$ cat src/rtl/ldpc_iter_scheduler.sv
`default_nettype none
// ============================================================================
// Module      : ldpc_iter_scheduler
// Description : Frame sequencer for the LDPC decoder (load, layered CN/VN
//               sweeps, syndrome check with early exit, output streaming).
// Revision    : 1.0 - initial release
// ============================================================================
module ldpc_iter_scheduler #(
   parameter int log2n    = 4,
   parameter int n        = 12,
   parameter int log2m    = 2,
   parameter int m        = 3,
   parameter int log2i    = 4,
   parameter int max_iter = 10
) (
   input  logic             clk,
   input  logic             rst,
   input  logic             start,
   input  logic             syndrome_ok,
   output logic             busy,
   output logic             load_en,
   output logic [log2n-1:0] load_addr,
   output logic             cn_en,
   output logic             vn_en,
   output logic [log2m-1:0] layer_idx,
   output logic [log2n-1:0] col_addr,
   output logic             out_en,
   output logic [log2n-1:0] out_addr,
   output logic [log2i-1:0] iter_count,
   output logic             converged,
   output logic             done,
   output logic [2:0]       state
);

   typedef enum logic [2:0] {
      S_IDLE   = 3'd0,
      S_LOAD   = 3'd1,
      S_CN     = 3'd2,
      S_VN     = 3'd3,
      S_CHECK  = 3'd4,
      S_OUTPUT = 3'd5,
      S_DONE   = 3'd6
   } state_t;

   localparam logic [log2n-1:0] c_last_col   = log2n'(n - 1);
   localparam logic [log2m-1:0] c_last_layer = log2m'(m - 1);
   localparam logic [log2i-1:0] c_last_iter  = log2i'(max_iter - 1);

   state_t cur;

   assign state = cur;

   // Address registers double as the sweep counters; each is returned to 0
   // on leaving its state so addresses read 0 whenever their strobe is low.
   always_ff @(posedge clk) begin
      if (rst) begin
         cur        <= S_IDLE;
         busy       <= 1'b0;
         load_en    <= 1'b0;
         load_addr  <= '0;
         cn_en      <= 1'b0;
         vn_en      <= 1'b0;
         layer_idx  <= '0;
         col_addr   <= '0;
         out_en     <= 1'b0;
         out_addr   <= '0;
         iter_count <= '0;
         converged  <= 1'b0;
         done       <= 1'b0;
      end else begin
         case (cur)
            S_IDLE: begin
               if (start) begin
                  cur        <= S_LOAD;
                  busy       <= 1'b1;
                  load_en    <= 1'b1;
                  load_addr  <= '0;
                  col_addr   <= '0;
                  layer_idx  <= '0;
                  iter_count <= '0;
                  converged  <= 1'b0;
               end
            end
            S_LOAD: begin
               if (load_addr == c_last_col) begin
                  cur       <= S_CN;
                  load_en   <= 1'b0;
                  load_addr <= '0;
                  cn_en     <= 1'b1;
               end else begin
                  load_addr <= load_addr + 1'b1;
               end
            end
            S_CN: begin
               if (col_addr == c_last_col) begin
                  col_addr <= '0;
                  if (layer_idx == c_last_layer) begin
                     cur       <= S_VN;
                     layer_idx <= '0;
                     cn_en     <= 1'b0;
                     vn_en     <= 1'b1;
                  end else begin
                     layer_idx <= layer_idx + 1'b1;
                  end
               end else begin
                  col_addr <= col_addr + 1'b1;
               end
            end
            S_VN: begin
               if (col_addr == c_last_col) begin
                  cur      <= S_CHECK;
                  col_addr <= '0;
                  vn_en    <= 1'b0;
               end else begin
                  col_addr <= col_addr + 1'b1;
               end
            end
            S_CHECK: begin
               if (syndrome_ok) begin
                  cur       <= S_OUTPUT;
                  converged <= 1'b1;
                  out_en    <= 1'b1;
                  out_addr  <= '0;
               end else if (iter_count == c_last_iter) begin
                  cur       <= S_OUTPUT;
                  converged <= 1'b0;
                  out_en    <= 1'b1;
                  out_addr  <= '0;
               end else begin
                  cur        <= S_CN;
                  iter_count <= iter_count + 1'b1;
                  cn_en      <= 1'b1;
               end
            end
            S_OUTPUT: begin
               if (out_addr == c_last_col) begin
                  cur      <= S_DONE;
                  out_en   <= 1'b0;
                  out_addr <= '0;
                  done     <= 1'b1;
               end else begin
                  out_addr <= out_addr + 1'b1;
               end
            end
            S_DONE: begin
               cur  <= S_IDLE;
               busy <= 1'b0;
               done <= 1'b0;
            end
            default: begin
               // Unused encoding: fall back to a quiet IDLE.
               cur       <= S_IDLE;
               busy      <= 1'b0;
               load_en   <= 1'b0;
               load_addr <= '0;
               cn_en     <= 1'b0;
               vn_en     <= 1'b0;
               layer_idx <= '0;
               col_addr  <= '0;
               out_en    <= 1'b0;
               out_addr  <= '0;
               done      <= 1'b0;
            end
         endcase
      end
   end

endmodule
`default_nettype wire

$ cat config.mk
export PLATFORM = sky130hd
export DESIGN_NAME = ldpc_iter_scheduler
export DESIGN_NICKNAME = d
export VERILOG_FILES = /design/src/rtl/ldpc_iter_scheduler.sv
export SDC_FILE = /design/constraint.sdc
export NUM_CORES = 1
export LEC_CHECK = 0
export ABC_CLOCK_PERIOD_IN_PS = 2300
export CORE_AREA = 5 5 71 57
export CTS_BUF_LIST = sky130_fd_sc_hd__clkbuf_16
export DETAILED_ROUTE_END_ITERATION = 16
export DIE_AREA = 0 0 76 62
export PLACE_DENSITY = 0.82
export SYNTH_ARGS = -nofsm -noshare
export SYNTH_HDL_FRONTEND = slang
export SYNTH_SLANG_ARGS = --single-unit
$ cat constraint.sdc
create_clock -name clk -period 2.3 [get_ports clk]
set_input_delay 0.575 -clock clk [delete_from_list [all_inputs] [get_ports clk]]
set_output_delay 0.575 -clock clk [all_outputs]
set_load 0.05 [all_outputs]
; Word-level counts from Yosys, hierarchy flattened
; Index checks and enable logic that the tools add are counted.
[word_totals]
reg_bits = 28
word_cells = 119
in_bits = 4
out_inout_bits = 28
[classes]
eq_ne = 20
addsub = 5
bitwise_logic = 8
mux = 49
reduce_logical = 24
[ops]
columns = cell, n
row1 = one-hot mux 4 bit (3 select lines), 3
row2 = two-way mux 4 bit, 8
row3 = OR reduction 5 bit, 6
row4 = two-way mux 3 bit, 8
row5 = one-hot mux 3 bit (6 select lines), 1
row6 = two-way mux 1 bit, 17
row7 = adder 4 x 1 -> 4 bit (second input constant), 4
row8 = equality test 4 bit (second input constant), 4
row9 = != test 2 bit (second input constant), 8
row10 = AND reduction 3 bit, 4
row11 = AND reduction 6 bit, 2
row12 = AND reduction 2 bit, 5
row13 = equality test 3 bit (second input constant), 3
row14 = one-hot mux 1 bit (3 select lines), 3
row15 = NOT 1 bit, 8
row16 = one-hot mux 4 bit (2 select lines), 1
row17 = AND reduction 4 bit, 2
row18 = OR reduction 4 bit, 2
row19 = equality test 3 x 2 -> 1 bit (second input constant), 2
row20 = two-way mux 2 bit, 3
row21 = one-hot mux 1 bit (2 select lines), 3
row22 = one-hot mux 2 bit (3 select lines), 1
row23 = one-hot mux 1 bit (4 select lines), 1
row24 = equality test 3 x 1 -> 1 bit (second input constant), 1
row25 = 6 further kinds, 6

; Longest topological paths before layout
[logic_depth]
depth_word = 4
depth_mapped = 8
ltp_nobuf = 6

; Least setup slack after synthesis
; No wires, ideal clock.
[synth_path]
path_kind = register -> register
startpoint = register cur[2] (netlist: state[2])
endpoint = register cn_en
slack_ns = 0.118
stages_incl_launch_ff = 8
n_path_buf = 2
setup_ns = 0.123
required_time_ns = 2.177
arrival_ns = 2.059
synth_period_minus_slack_ns = 2.182
cell_sequence = dfxtp_1 buf_4 buf_2 inv_2 fa_1 a21oi_1 o211ai_1 mux2_1
[synth_between]
elab_chain_len = 4
word_cells_on_any_way = 16
cone_classes = eq/ne: 11 / mux: 1 / bitwise: 1 / reduce/logical: 3
[synth_rtl]
columns = element, line
row1 = start: declaration, 49  ; state_t cur;
row2 = start signal: assignment, 57  ; cur <= S_IDLE;
row3 = start signal: assignment, 74  ; cur <= S_LOAD;
row4 = start signal: assignment, 86  ; cur <= S_CN;
row5 = equality test 3 bit (tied with other cells), 71  ; case (cur)
row6 = OR reduction 4 bit (no source line), --
row7 = NOT 1 bit (no source line), --
row8 = AND reduction 6 bit (no source line), --
row9 = end signal: assignment, 61  ; cn_en <= 1'b0;
row10 = end signal: assignment, 89  ; cn_en <= 1'b1;
row11 = end signal: assignment, 100  ; cn_en <= 1'b0;
row12 = end: declaration, 23  ; output logic cn_en,
; Several ways; a longest one is shown, not always the timed one.
; A chain may end at the register's enable or synchronous reset.

; Final worst setup path
[layout_path]
startpoint = register iter_count[0]
endpoint = output iter_count[0]
[layout_lines]
columns = element, line
row1 = start: declaration, 29  ; output logic [log2i-1:0] iter_count,
row2 = start signal: assignment, 131  ; iter_count <= iter_count + 1'b1;
; No word-level cell between the ends.

==> results.sh <==
export IMPL_outcome="finished, final reports clean"
export IMPL_crit_chain="clkdlybuf4s50_1"
export IMPL_reg2reg_depth=5
export IMPL_ios=32
export IMPL_synth_cell_type_count=51
export IMPL_power_leakage_uw=0.0007274
export IMPL_synth_edff_count=0
export IMPL_max_stage_delay_ns=0.84
export IMPL_route_vias_total=1495
export IMPL_wirelength_mm=3.704
export IMPL_relSlewSlack_pct=65.72
export IMPL_synth_xor_area_share_pct=2.249
export IMPL_detail_route_antenna_nets=0
export IMPL_rrSetupSlack_ns=0.49
export IMPL_r2r_start="iter_count[0]"
export IMPL_yosysTopAreaCell="dfxtp_1"
export IMPL_ys_ff_latch=28
export IMPL_first_pass_iters=4
export IMPL_arrival_ns=1.54
export IMPL_cts_inserted_buffers=3
export IMPL_setup_violations=0
export IMPL_fmax_mhz=473.7
export IMPL_critPathBufInv=1
export IMPL_synth_cells=179
export IMPL_post_drt_wl_per_cell_microns=14.58
export IMPL_required_ns=1.73
export IMPL_synth_top_cell_area_share_pct=35.98
export IMPL_cts_tree="done"
export IMPL_num_rows=18
export IMPL_drcViolationCount=0
export IMPL_p_int_uw=825.7
export IMPL_worst_pin_slew_ns=0.5125
export IMPL_drive_above_1_share_pct=11.21
export IMPL_critPathKind="reg -> out"
export IMPL_worstHoldStart="busy"
export IMPL_n_fill_cell=312
export IMPL_grt_pass1_wl_mm=6.285
export IMPL_synth_compound_area_share_pct=20.24
export IMPL_dp_hpwl_mm=2.794
export IMPL_initial_core_util_pct=48.37
export IMPL_antenna_cells=0
export IMPL_fin_nets=226
export IMPL_clock_skew_ns=0.001963
export IMPL_rsz0062_at_grt="false"
export IMPL_clockBufferDepth=2
export IMPL_synth_area_mux_share_pct=2.088
export IMPL_ys_warn_count=0
export IMPL_seq_area_sq_um=560.5
export IMPL_r2r_end="out_en"
export IMPL_fp_dieW_microns=76
export IMPL_yosys_area_share_simple_pct=28.19
export IMPL_initialDrtViolationCount=70
export IMPL_end_kind="output port"
export IMPL_overflow=0
export IMPL_pwr_density_cell_mw_per_mm2=573.9
export IMPL_synthTopCellsByArea="dfxtp_1 36%, a21oi_1 4.8%, ha_1 4.0%"
export IMPL_clock_root_buffer="clkbuf_16"
export IMPL_hold_end="busy"
export IMPL_holdWs_ns=0.4635
export IMPL_switching_power_uw=337.6
export IMPL_seq_power_share_pct=44.9
export IMPL_cts_hold_buf=0
export IMPL_synth_nets=190
export IMPL_drv_cap=0
export IMPL_place_gp_congestion=0.8467
export IMPL_multi_input_area_sq_um=924.6
export IMPL_crit_fanout=5
export IMPL_cts_resized=0
export IMPL_clockPowerShare_pct=34.0
export IMPL_cts_clk_slew_worst_paths_ns=0.07
export IMPL_mostFrequentLayoutCells="28 x dfxtp_1, 28 x clkdlybuf4s50_1, 16 x nor2_1"
export IMPL_yosysSeqAreaShare_pct=35.98
export IMPL_switching_share_pct=29.02
export IMPL_hp_class="reg -> reg"
export IMPL_synth_ff_type="dfxtp_1"
export IMPL_min_path_cells=2
export IMPL_startpoint="iter_count[0]"
export IMPL_async_flop_share_pct=0
export IMPL_grt_max_degree=16
export IMPL_drv_slew=0
export IMPL_netlist_area_sq_mm=0.001558
export IMPL_worstSetupStartpointType="flip-flop"
export IMPL_cp_slowest_cell="clkdlybuf4s50_1"
export IMPL_grt_pass1_vias=1337
export IMPL_area_delta_synth_final_pct=30.12
export IMPL_peakVddDrop_uv=444.3
export IMPL_synthAdderAreaFrac_pct=6.586
export IMPL_die_area_sq_mm=0.004712
export IMPL_via_per_inst=5.886
export IMPL_cp_top_family="buffers and inverters"
export IMPL_syn_avg_cell_area_sq_um=8.702
export IMPL_h_tree_depth=1
export IMPL_worstSkewPairLatency_ns=0.26
export IMPL_grt_antenna_before_repair=0
export IMPL_core_area_sq_mm=0.003221
export IMPL_finalCritPeriodShare_pct=91.78
export IMPL_fp_dieH_microns=62
export IMPL_setup_tns_ns=0
export IMPL_clock_sinks=28
export IMPL_io_buffers=31
export IMPL_fin_crit_ns=2.111
export IMPL_cts_setup_buffers=0
export IMPL_synth_top_family_by_area="simple AND/OR/NAND/NOR gates"
export IMPL_combPwrFrac_pct=21.1
export IMPL_finalHoldViolCount=0
export IMPL_grt_use_total_pct=16.46
[cells by family (layout without fill, tap and decap cells)]
logic type	Yosys count	in the layout
AO/OA/AOI/OAI	48	48
XOR/XNOR	4	4
adder cells (fa/ha/maj)	7	7
buffers and inverters	17	52
flip-flops	28	28
multiplexers	3	3
AND/OR/NAND/NOR	72	72
[registers in the layout, summed over array words and instances (netlist names)]
signal	cells
state	3
out_en	1
load_en	1
col_addr	4
iter_count	4
done	1
layer_idx	2
vn_en	1
out_addr	4
busy	1
cn_en	1
converged	1
load_addr	4
[final cells by class]
cell class,count,area share [%]
Tap cell,40,2.469
Multi-Input combinational cell,134,45.62
Inverter,8,1.481
Clock inverter,1,0.1852
Timing Repair Buffer,40,18.89
Sequential cell,28,27.65
Clock buffer,3,3.704
[metrics by stage]
step / utilization [%] / std cells / area [sq um] / setup WS (ns) / power, uW
final: 62.94 / 254 / 2027 / 0.1890 / 1163
after global placement: 60.49 / 250 / 1948 / 0.2302 / 773.8
after floorplan: - / 179 / 1558 / 0.1177 / 695.8
after global routing: 62.94 / 254 / 2027 / 0.1633 / 1219
after detailed placement: 60.49 / 250 / 1948 / 0.2167 / 778.8
after CTS: 62.94 / 254 / 2027 / 0.1966 / 1173
[Yosys cell counts, types with 3 or more instances]
| master | count |
|---|---|
| nand3_1 | 7 |
| and3b_1 | 3 |
| o21ai_1 | 8 |
| nor2_1 | 16 |
| a211oi_1 | 3 |
| nand2b_1 | 6 |
| dfxtp_1 | 28 |
| nor2b_1 | 5 |
| a31oi_1 | 3 |
| ha_1 | 5 |
| inv_1 | 7 |
| a21oi_1 | 15 |
| nor3_1 | 7 |
| xnor2_1 | 4 |
| buf_2 | 4 |
| nand2_1 | 7 |
| clkbuf_1 | 4 |
[worst max-delay path by stage]
| stage | to | slack, ns | cells after the start |
|---|---|---|---|
| after floorplan | cn_en | 0.12 | 7 |
| after global placement | layer_idx[0] | 0.23 | 5 |
| after detailed placement | layer_idx[1] | 0.22 | 5 |
| after CTS | iter_count[0] | 0.20 | 1 |
| after global routing | iter_count[0] | 0.16 | 1 |
| final | iter_count[0] | 0.19 | 1 |
[power groups by stage]
stage	Clock (uW)	Combinational, uW	Sequential (uW)
global placement	0	241	532
finish	395	246	523
floorplan	0	118	577
global route	424	270	525
CTS	404	247	523
detailed placement	0	245	533
[per-layer routing]
layer / global-route usage (%) / part of all wire, %
met2: 26.46 / 43
met1: 22.91 / 50
met4: 3.553 / 1.0
met3: 3.746 / 5.2
met5: 0 / 0
No activity file was read; power rests on OpenSTA's default activity.
